==> config.mk <==
export PLATFORM = sky130hd
export DESIGN_NAME = rrv_issue_stage
export DESIGN_NICKNAME = d
export VERILOG_FILES = /design/src/rtl/rrv_issue_stage_pkg.sv /design/src/rtl/rrv_decoder.sv /design/src/rtl/rrv_issue_stage.sv
export SDC_FILE = /design/constraint.sdc
export NUM_CORES = 1
export LEC_CHECK = 0
export ABC_AREA = 1
export CAP_MARGIN = 20
export CELL_PAD_IN_SITES_DETAIL_PLACEMENT = 1
export CELL_PAD_IN_SITES_GLOBAL_PLACEMENT = 2
export CORE_MARGIN = 5
export CORE_UTILIZATION = 25
export CTS_CLUSTER_SIZE = 25
export DETAILED_ROUTE_END_ITERATION = 16
export PLACE_DENSITY_LB_ADDON = 0.1
export SLEW_MARGIN = 10
export SYNTH_ARGS = -nofsm -noshare
export SYNTH_HDL_FRONTEND = slang
export SYNTH_HIERARCHICAL = 1
export SYNTH_SLANG_ARGS = --single-unit
==> constraint.sdc <==
create_clock -name clk -period 2.8 [get_ports clk]
set_input_delay 0.28 -clock clk [delete_from_list [all_inputs] [get_ports clk]]
set_output_delay 0.28 -clock clk [all_outputs]
set_load 0.05 [all_outputs]
==> src/rtl/rrv_issue_stage_pkg.sv <==
// Shared constants and types for the RRV issue stage: widths, opcodes,
// ALU function codes and the decoded-instruction payload.
`timescale 1ns/1ps
package rrv_issue_stage_pkg;

  localparam int REG_WIDTH = 32;
  localparam int FUNC_SIZE = 4;

  localparam logic [6:0] OPC_OP     = 7'b0110011;
  localparam logic [6:0] OPC_OP_IMM = 7'b0010011;
  localparam logic [6:0] OPC_LUI    = 7'b0110111;
  localparam logic [6:0] OPC_AUIPC  = 7'b0010111;

  // ALU function codes are {instr[30], funct3}
  localparam logic [FUNC_SIZE-1:0] FUNC_ADD  = 4'b0000;
  localparam logic [FUNC_SIZE-1:0] FUNC_SUB  = 4'b1000;
  localparam logic [FUNC_SIZE-1:0] FUNC_SLL  = 4'b0001;
  localparam logic [FUNC_SIZE-1:0] FUNC_SLT  = 4'b0010;
  localparam logic [FUNC_SIZE-1:0] FUNC_SLTU = 4'b0011;
  localparam logic [FUNC_SIZE-1:0] FUNC_XOR  = 4'b0100;
  localparam logic [FUNC_SIZE-1:0] FUNC_SRL  = 4'b0101;
  localparam logic [FUNC_SIZE-1:0] FUNC_SRA  = 4'b1101;
  localparam logic [FUNC_SIZE-1:0] FUNC_OR   = 4'b0110;
  localparam logic [FUNC_SIZE-1:0] FUNC_AND  = 4'b0111;

  typedef struct packed {
    logic [FUNC_SIZE-1:0] func;
    logic [REG_WIDTH-1:0] in1;
    logic [REG_WIDTH-1:0] in2;
    logic [4:0]           rd;
    logic                 rd_we;
    logic                 illegal;
  } issue_pkt_t;

  function automatic logic is_shift(input logic [2:0] funct3);
    return (funct3 == 3'b001) || (funct3 == 3'b101);
  endfunction

endpackage

==> src/rtl/rrv_decoder.sv <==
// Combinational RV32I ALU-class decoder: opcode/funct checks, immediate
// generation and operand selection into one issue payload.
`timescale 1ns/1ps
module rrv_decoder
  import rrv_issue_stage_pkg::*;
(
  input  logic [31:0]          instr_i,
  input  logic [REG_WIDTH-1:0] pc_i,
  input  logic [REG_WIDTH-1:0] op1_i,
  input  logic [REG_WIDTH-1:0] op2_i,
  output issue_pkt_t           pkt_o
);

  logic [6:0]           opcode;
  logic [2:0]           funct3;
  logic [6:0]           funct7;
  logic [REG_WIDTH-1:0] imm_i;
  logic [REG_WIDTH-1:0] imm_u;
  logic                 legal;
  logic                 shift_op;
  logic [FUNC_SIZE-1:0] func;
  logic [REG_WIDTH-1:0] in1;
  logic [REG_WIDTH-1:0] in2;

  assign opcode = instr_i[6:0];
  assign funct3 = instr_i[14:12];
  assign funct7 = instr_i[31:25];
  assign imm_i  = {{20{instr_i[31]}}, instr_i[31:20]};
  assign imm_u  = {instr_i[31:12], 12'b0};

  // NOTE: every variable gets a default before the case so no path can infer a latch.
  always_comb begin
    legal    = 1'b0;
    shift_op = 1'b0;
    func     = FUNC_ADD;
    in1      = '0;
    in2      = '0;
    unique case (opcode)
      OPC_OP: begin
        legal    = (funct7 == 7'b0000000) ||
                   ((funct7 == 7'b0100000) && ((funct3 == 3'b000) || (funct3 == 3'b101)));
        func     = {instr_i[30], funct3};
        in1      = op1_i;
        in2      = op2_i;
        shift_op = is_shift(funct3);
      end
      OPC_OP_IMM: begin
        unique case (funct3)
          3'b001:  legal = (funct7 == 7'b0000000);
          3'b101:  legal = (funct7 == 7'b0000000) || (funct7 == 7'b0100000);
          default: legal = 1'b1;
        endcase
        func     = {instr_i[30] & (funct3 == 3'b101), funct3};
        in1      = op1_i;
        in2      = imm_i;
        shift_op = is_shift(funct3);
      end
      OPC_LUI: begin
        legal = 1'b1;
        in2   = imm_u;
      end
      OPC_AUIPC: begin
        legal = 1'b1;
        in1   = pc_i;
        in2   = imm_u;
      end
      default: legal = 1'b0;
    endcase

    // The ALU shifts by its whole operand; clearing the upper bits gives ISA shamt semantics
    if (shift_op) in2[REG_WIDTH-1:5] = '0;

    pkt_o.rd      = instr_i[11:7];
    pkt_o.rd_we   = legal && (instr_i[11:7] != 5'd0);
    pkt_o.illegal = !legal;
    pkt_o.func    = legal ? func : FUNC_ADD;
    pkt_o.in1     = legal ? in1  : '0;
    pkt_o.in2     = legal ? in2  : '0;
  end

endmodule

==> src/rtl/rrv_issue_stage.sv <==
// RRV decode/operand stage: register-file addressing, same-cycle writeback
// forwarding and a single valid/ready pipeline slot feeding the ALU.
`timescale 1ns/1ps
module rrv_issue_stage
  import rrv_issue_stage_pkg::*;
(
  input  logic                 clk,
  input  logic                 rst_n,
  input  logic                 in_valid,
  output logic                 in_ready,
  input  logic [31:0]          instr,
  input  logic [REG_WIDTH-1:0] pc,
  output logic [4:0]           rs1_addr,
  output logic [4:0]           rs2_addr,
  input  logic [REG_WIDTH-1:0] rs1_data,
  input  logic [REG_WIDTH-1:0] rs2_data,
  input  logic                 wb_en,
  input  logic [4:0]           wb_rd,
  input  logic [REG_WIDTH-1:0] wb_data,
  input  logic                 flush,
  output logic                 out_valid,
  input  logic                 out_ready,
  output logic [FUNC_SIZE-1:0] out_func,
  output logic [REG_WIDTH-1:0] out_in1,
  output logic [REG_WIDTH-1:0] out_in2,
  output logic [4:0]           out_rd,
  output logic                 out_rd_we,
  output logic                 out_illegal
);

  logic [REG_WIDTH-1:0] op1;
  logic [REG_WIDTH-1:0] op2;
  issue_pkt_t           pkt_dec;
  issue_pkt_t           pkt_d, pkt_q;
  logic                 valid_d, valid_q;
  logic                 capture;

  assign rs1_addr = instr[19:15];
  assign rs2_addr = instr[24:20];

  function automatic logic [REG_WIDTH-1:0] read_operand(
    input logic [4:0]           addr,
    input logic [REG_WIDTH-1:0] rf_data,
    input logic                 fwd_en,
    input logic [4:0]           fwd_rd,
    input logic [REG_WIDTH-1:0] fwd_data
  );
    if (addr == 5'd0)                                  return '0;
    else if (fwd_en && (fwd_rd != 5'd0) && (fwd_rd == addr)) return fwd_data;
    else                                               return rf_data;
  endfunction

  assign op1 = read_operand(rs1_addr, rs1_data, wb_en, wb_rd, wb_data);
  assign op2 = read_operand(rs2_addr, rs2_data, wb_en, wb_rd, wb_data);

  rrv_decoder u_decoder (
    .instr_i (instr),
    .pc_i    (pc),
    .op1_i   (op1),
    .op2_i   (op2),
    .pkt_o   (pkt_dec)
  );

  assign in_ready = !valid_q || out_ready;
  assign capture  = in_valid && in_ready;

  // Payload only moves on capture, so a stalled or flushed slot never toggles
  always_comb begin
    valid_d = valid_q;
    pkt_d   = pkt_q;
    if (flush) begin
      valid_d = 1'b0;
    end else if (capture) begin
      valid_d = 1'b1;
      pkt_d   = pkt_dec;
    end else if (out_ready) begin
      valid_d = 1'b0;
    end
  end

  // NOTE: sequential state uses non-blocking assignments so all flops update together.
  // NOTE: the payload is reset as well because every output must read 0 out of reset.
  always_ff @(posedge clk or negedge rst_n) begin
    if (!rst_n) begin
      valid_q <= 1'b0;
      pkt_q   <= '0;
    end else begin
      valid_q <= valid_d;
      pkt_q   <= pkt_d;
    end
  end

  assign out_valid   = valid_q;
  assign out_func    = pkt_q.func;
  assign out_in1     = pkt_q.in1;
  assign out_in2     = pkt_q.in2;
  assign out_rd      = pkt_q.rd;
  assign out_rd_we   = pkt_q.rd_we;
  assign out_illegal = pkt_q.illegal;

endmodule

# Word level (Yosys, flattened, before mapping)
# Index checks and enable logic that the tools add are counted.
# classes
bitwise_logic,2
multipliers,0
n_reduce_logical,23
n_lt_le_gt_ge,0
n_eq_ne,9
n_addsub,0
div,0
muxes,17
shifts,0
# ops
cell,count
$mux W32,6
$pmux W32 S3,1
$pmux W32 S2,1
$mux W27,1
$eq A7 B6 Y1 const B,3
$eq A7 B5 Y1 const B,2
$eq A5 B5 Y1,2
$logic_not A5 Y1,2
$reduce_bool A5 Y1,2
$pmux W4 S2,1
$logic_not A7 Y1,1
$logic_and A1 B1 Y1,6
$logic_or A1 B1 Y1,5
$mux W1,4
$mux W4,1
$reduce_or A2 Y1,2
$eq A3 B1 Y1 const B,1
$eq A3 B3 Y1 const B,1
$logic_not A3 Y1,1
$pmux W1 S3,1
$reduce_bool A3 Y1,1
$logic_not A1 Y1,2
$pmux W1 S2,1
$reduce_and A2 Y1,1
2 further kinds,2
# word_totals
wordCells,58
inputBits,171
mem_bits_rw,0
latch_bits,0
n_memories,0
rom_bits,0
register_bits,76
output_inout_bits,87

# Logic depth before layout (Yosys ltp)
# depth
depth_word,8
ltp_mapped,14
ltp_nobuf,13

# By module
# Netlist, hierarchy kept.
# modules_own_cells
mod,area_per_inst_um2,instances,cells_per_inst,seq_area_each_um2
rrv_issue_stage,4650.7,1,562,1901.8
rrv_decoder,1549.0,1,309,0.0

# Least setup slack after synthesis
# OpenSTA, ideal clock, no wires.
# synth_path
kind,register to register
startpoint,register valid_q (netlist: out_valid)
endpoint,register pkt_q (netlist bit out_in1[10])
arrival_ns,2.018
path_buffers,2
setup_slack_ns,0.654
stages_incl_launch_ff,6
cell_sequence,dfrtp_1 -> nand2_1 -> nand2_1 -> buf_2 -> buf_2 -> mux2_1
# synth_between
elab_chain_len,4
# synth_rtl
element,line_no,source
"start, declared",rrv_issue_stage.sv:35,"logic valid_d, valid_q;"
"start signal, assigned",rrv_issue_stage.sv:88,valid_q <= valid_d;
$logic_not A1 Y1,rrv_issue_stage.sv:64,assign in_ready = !valid_q || out_ready;
$logic_or A1 B1 Y1,rrv_issue_stage.sv:64,
net in_ready,rrv_issue_stage.sv:10,"output logic in_ready,"
$logic_and A1 B1 Y1,rrv_issue_stage.sv:65,assign capture = in_valid && in_ready;
$reduce_and A2 Y1 (no line),--,
"end signal, assigned",rrv_issue_stage.sv:89,pkt_q <= pkt_d;
"end, declared",rrv_issue_stage.sv:34,"issue_pkt_t pkt_d, pkt_q;"
# The timed path passes the listed nets, and every way through them passes these cells.
# A chain may end at the register's enable or synchronous reset.

==> summary.md <==
| Metric | Value |
|---|---|
| Total power | 3.254 mW |
| Finished Cell Area | 9454 um^2 |
| Wire per inst | 20.17 um |
| Core Util, Final | 0.3876 |
| Setup ws final | just over 0.6 ns |
| Root Buffer | clkbuf_16 |
| Worst R2R Setup Slack | 1.03 ns |
| Global-route wire length before repair | around 45000 um |
| TritonCTS buffer count | 9 |
| Placed inst area | between 9000 and 10000 um^2 |
| 1st-iter DRT viols | 376 |
| IO Pins | 258 |
| Cell variety after synth | 28 |
| Crit path from | wb_rd[0] |
| Fin. max-slew vios | 0 |
| Via count | 6806 |
| Worst R2R Start | out_valid |
| CTS Buffer Depth | 2 |
| Clk_lat worst skew | 0.35 ns |
| Pwr/cell area | 344.2 nW/um^2 |
| Worst R2R Path Depth | 4 |
| Worst Setup End Kind | flop |
| Most common cell after layout, fill and taps aside | clkdlybuf4s50_1 |
| Most frequent cell on the critical path | nor2_1 |
| Post-synthesis cell area | 6200 um^2 |
| Core area | 24390 um^2 |
| Hold Fails Final Rpt | 0 |
| Initial Utilization | 0.2542 |
| First drt pass iteration count | 4 |
| Synth Warn # | 6 |
| Unrepaired setup endpoints after global routing | no |
| Die area | about 28000 um^2 |
| Dpl cells | 1402 |
| WP data arrival | 2.43 ns |
| Final setup viols | 0 |
| H-tree depth | 3 |
| HP Class | in -> async |
| VDD IR max | around 0.21 mV |
| Worst hold margin | 0.4807 ns |
| Status | complete, no violations |
| Crit path cell chain | clkdlybuf4s50_1 > nor2_1 > nand3_1 > nand2_2 > inv_2 > buf_4 > nand4_1 > nand2_1 > nor2_1 > nand3_1 > and3_1 > nor2_1 > mux2_1 |
| Critical Path End | out_in2[23] |
| Final period util | 0.7792 |
| Buffers on Ports | 257 |
| Critical Path Stages | 13 |
| Row count | 57 |
| CP peak stage delay | slightly above 0.6 ns |
| Critical Path RT | 3.04 ns |
| Critical Path Source Type | input port |
| Die width | 167.5 um |
| Fmax | ~460 MHz |
| # DRC | 0 |
| CTS sink cnt | 76 |
| Global Route Usage Sum | 0.2023 |
| Via density | around 4.8 |
| Most frequent cells in the layout | clkdlybuf4s50_1 (256), nor2_1 (171), nand2_1 (151) |
| Syn-to-layout area delta | 52.49% |
| Final setup TNS | 0 ns |
| FF-to-FF End | out_in2[18] |
| Detail Route Antenna Nets | 0 |
| # Max-Cap Violations | 0 |
| CTS tree | done |
| GRT overflow | 0 |
| Lkg Pwr | around 4.2 nW |
| Dpl ws | ~0.26 ns |
| Die height | 167.5 um |
| Max transition margin | 0.5977 |
| Tightest Pin Transition | between 0.6 and 0.7 ns |
| Post-Synthesis Cells | 871 |
| Clock Skew | 0.007014 ns |
| Total Routed Length | 28710 um |
| Post-Syn Nets | 1042 |
| Number of global-route vias before repair | 7385 |
| #FFs+latches synth | 76 |
| Crit path kind | in -> reg |
| Post-DP HPWL | roughly 22000 um |
| Layout cells sized above 1 | 0.09498 |
| Initial antenna violation count | 4 |
| Post-synthesis sequential area ratio | 0.3068 |
| Cell family with most CP delay | buffers and inverters |
| Clock transition at the registers of the reported paths | 0.08 ns |
| Final std cells w/o fill | 1423 |
| Largest net degree at the start of global routing | 77 |
| Synth Area per Inst | 7.118 um^2 |
| Critical path's slowest cell | clkdlybuf4s50_1 |
| GP Congestion | 0.7871 |
| Final Critical Period | around 2.2 ns |
| CP bufs+invs | 3 |
| Crit path max fanout | 24 |
| Final #Nets | 1261 |
## worst min path at each step
stage	startpoint	end	slack (ns)	cells past startpoint
after floorplan	rst_n	out_func[0]	-0.02	0
after global placement	rst_n	out_in2[16]	0.34	2
after detailed placement	rst_n	out_in2[16]	0.35	2
after CTS	flush	out_valid	0.47	2
after global routing	flush	out_valid	0.49	2
final	rst_n	out_in2[16]	0.48	3
## flip-flops by register name, indices dropped and copies added (netlist names)
| register | flops |
|---|---|
| out_rd | 5 |
| out_rd_we | 1 |
| out_valid | 1 |
| out_in1 | 32 |
| out_illegal | 1 |
| out_in2 | 32 |
| out_func | 4 |
## final cells by class
| class | instances | area (um^2) |
|---|---|---|
| Fill cell | 2995 | 14940 |
| Multi-Input combinational cell | 651 | 3617 |
| Timing Repair Buffer | 294 | 2988 |
| Sequential cell | 76 | 1902 |
| Tap cell | 324 | 405.4 |
| Clock buffer | 9 | 225.2 |
| Inverter | 58 | 217.7 |
| Clock inverter | 7 | 88.84 |
| Antenna cell | 4 | 10.01 |
## logic make-up (layout without fill, tap and decap cells)
| group | after synthesis | after routing | share of synthesized area |
|---|---|---|---|
| AOI/OAI and AO/OA | 42 | 42 | 0.04884 |
| xor gates and xnor gates | 4 | 4 | 0.005652 |
| DFF | 76 | 76 | 0.3068 |
| and+or+nand+nor | 530 | 530 | 0.3875 |
| buffers and inverters | 144 | 368 | 0.1150 |
| other | 0 | 4 | 0 |
| muxes | 75 | 75 | 0.1362 |
## worst min-delay path, cell delays in order
cell and delay, ns:
dlygate4sd3_1 0.53, buf_4 0.12, buf_12 0.33
## routing by layer
metal | track usage | part of all wire
met5 | 0 | 0
met4 | 0.05258 | 0.016
met3 | 0.04008 | 0.050
met2 | 0.3522 | 0.50
met1 | 0.2567 | 0.43
## cells in the mapped netlist
cell           instances  area share
buf_6                  6       0.011
dfrtp_1               76        0.31
nor2_4                 2      0.0036
nand2_1              152       0.092
nand2_2                4      0.0040
xnor2_1                2      0.0028
nand3b_2               1      0.0018
dlygate4sd1_1          3      0.0042
nor3_4                 2      0.0052
nor3b_1                1      0.0012
a22oi_1               37       0.045
clkbuf_1              25       0.015
nor2_1               177        0.11
mux2_2                25       0.045
mux2_1                50       0.091
nor3_1                 2      0.0016
nor2_2                 2      0.0020
buf_4                 19       0.023
a21oi_1                2      0.0016
xor2_1                 2      0.0028
and3_1                20       0.020
inv_1                 51       0.031
nand4_1               64       0.065
nand3_1              102       0.082
o21ai_0                3      0.0024
nand3_2                1      0.0016
inv_2                  7      0.0042
buf_2                 33       0.027
## power breakdown
part	internal [mW]	switching (mW)
registers	1.11	0.00736
logic	0.379	0.444
clock network	0.717	0.596
## repair_timing
item                                   CTS  global route
hold buffers                             1             0
buffers inserted                         0             0
endpoints found under the hold margin   73             0
gates resized for setup                  0             0
Note: power is estimated with default switching activity, not from simulation.
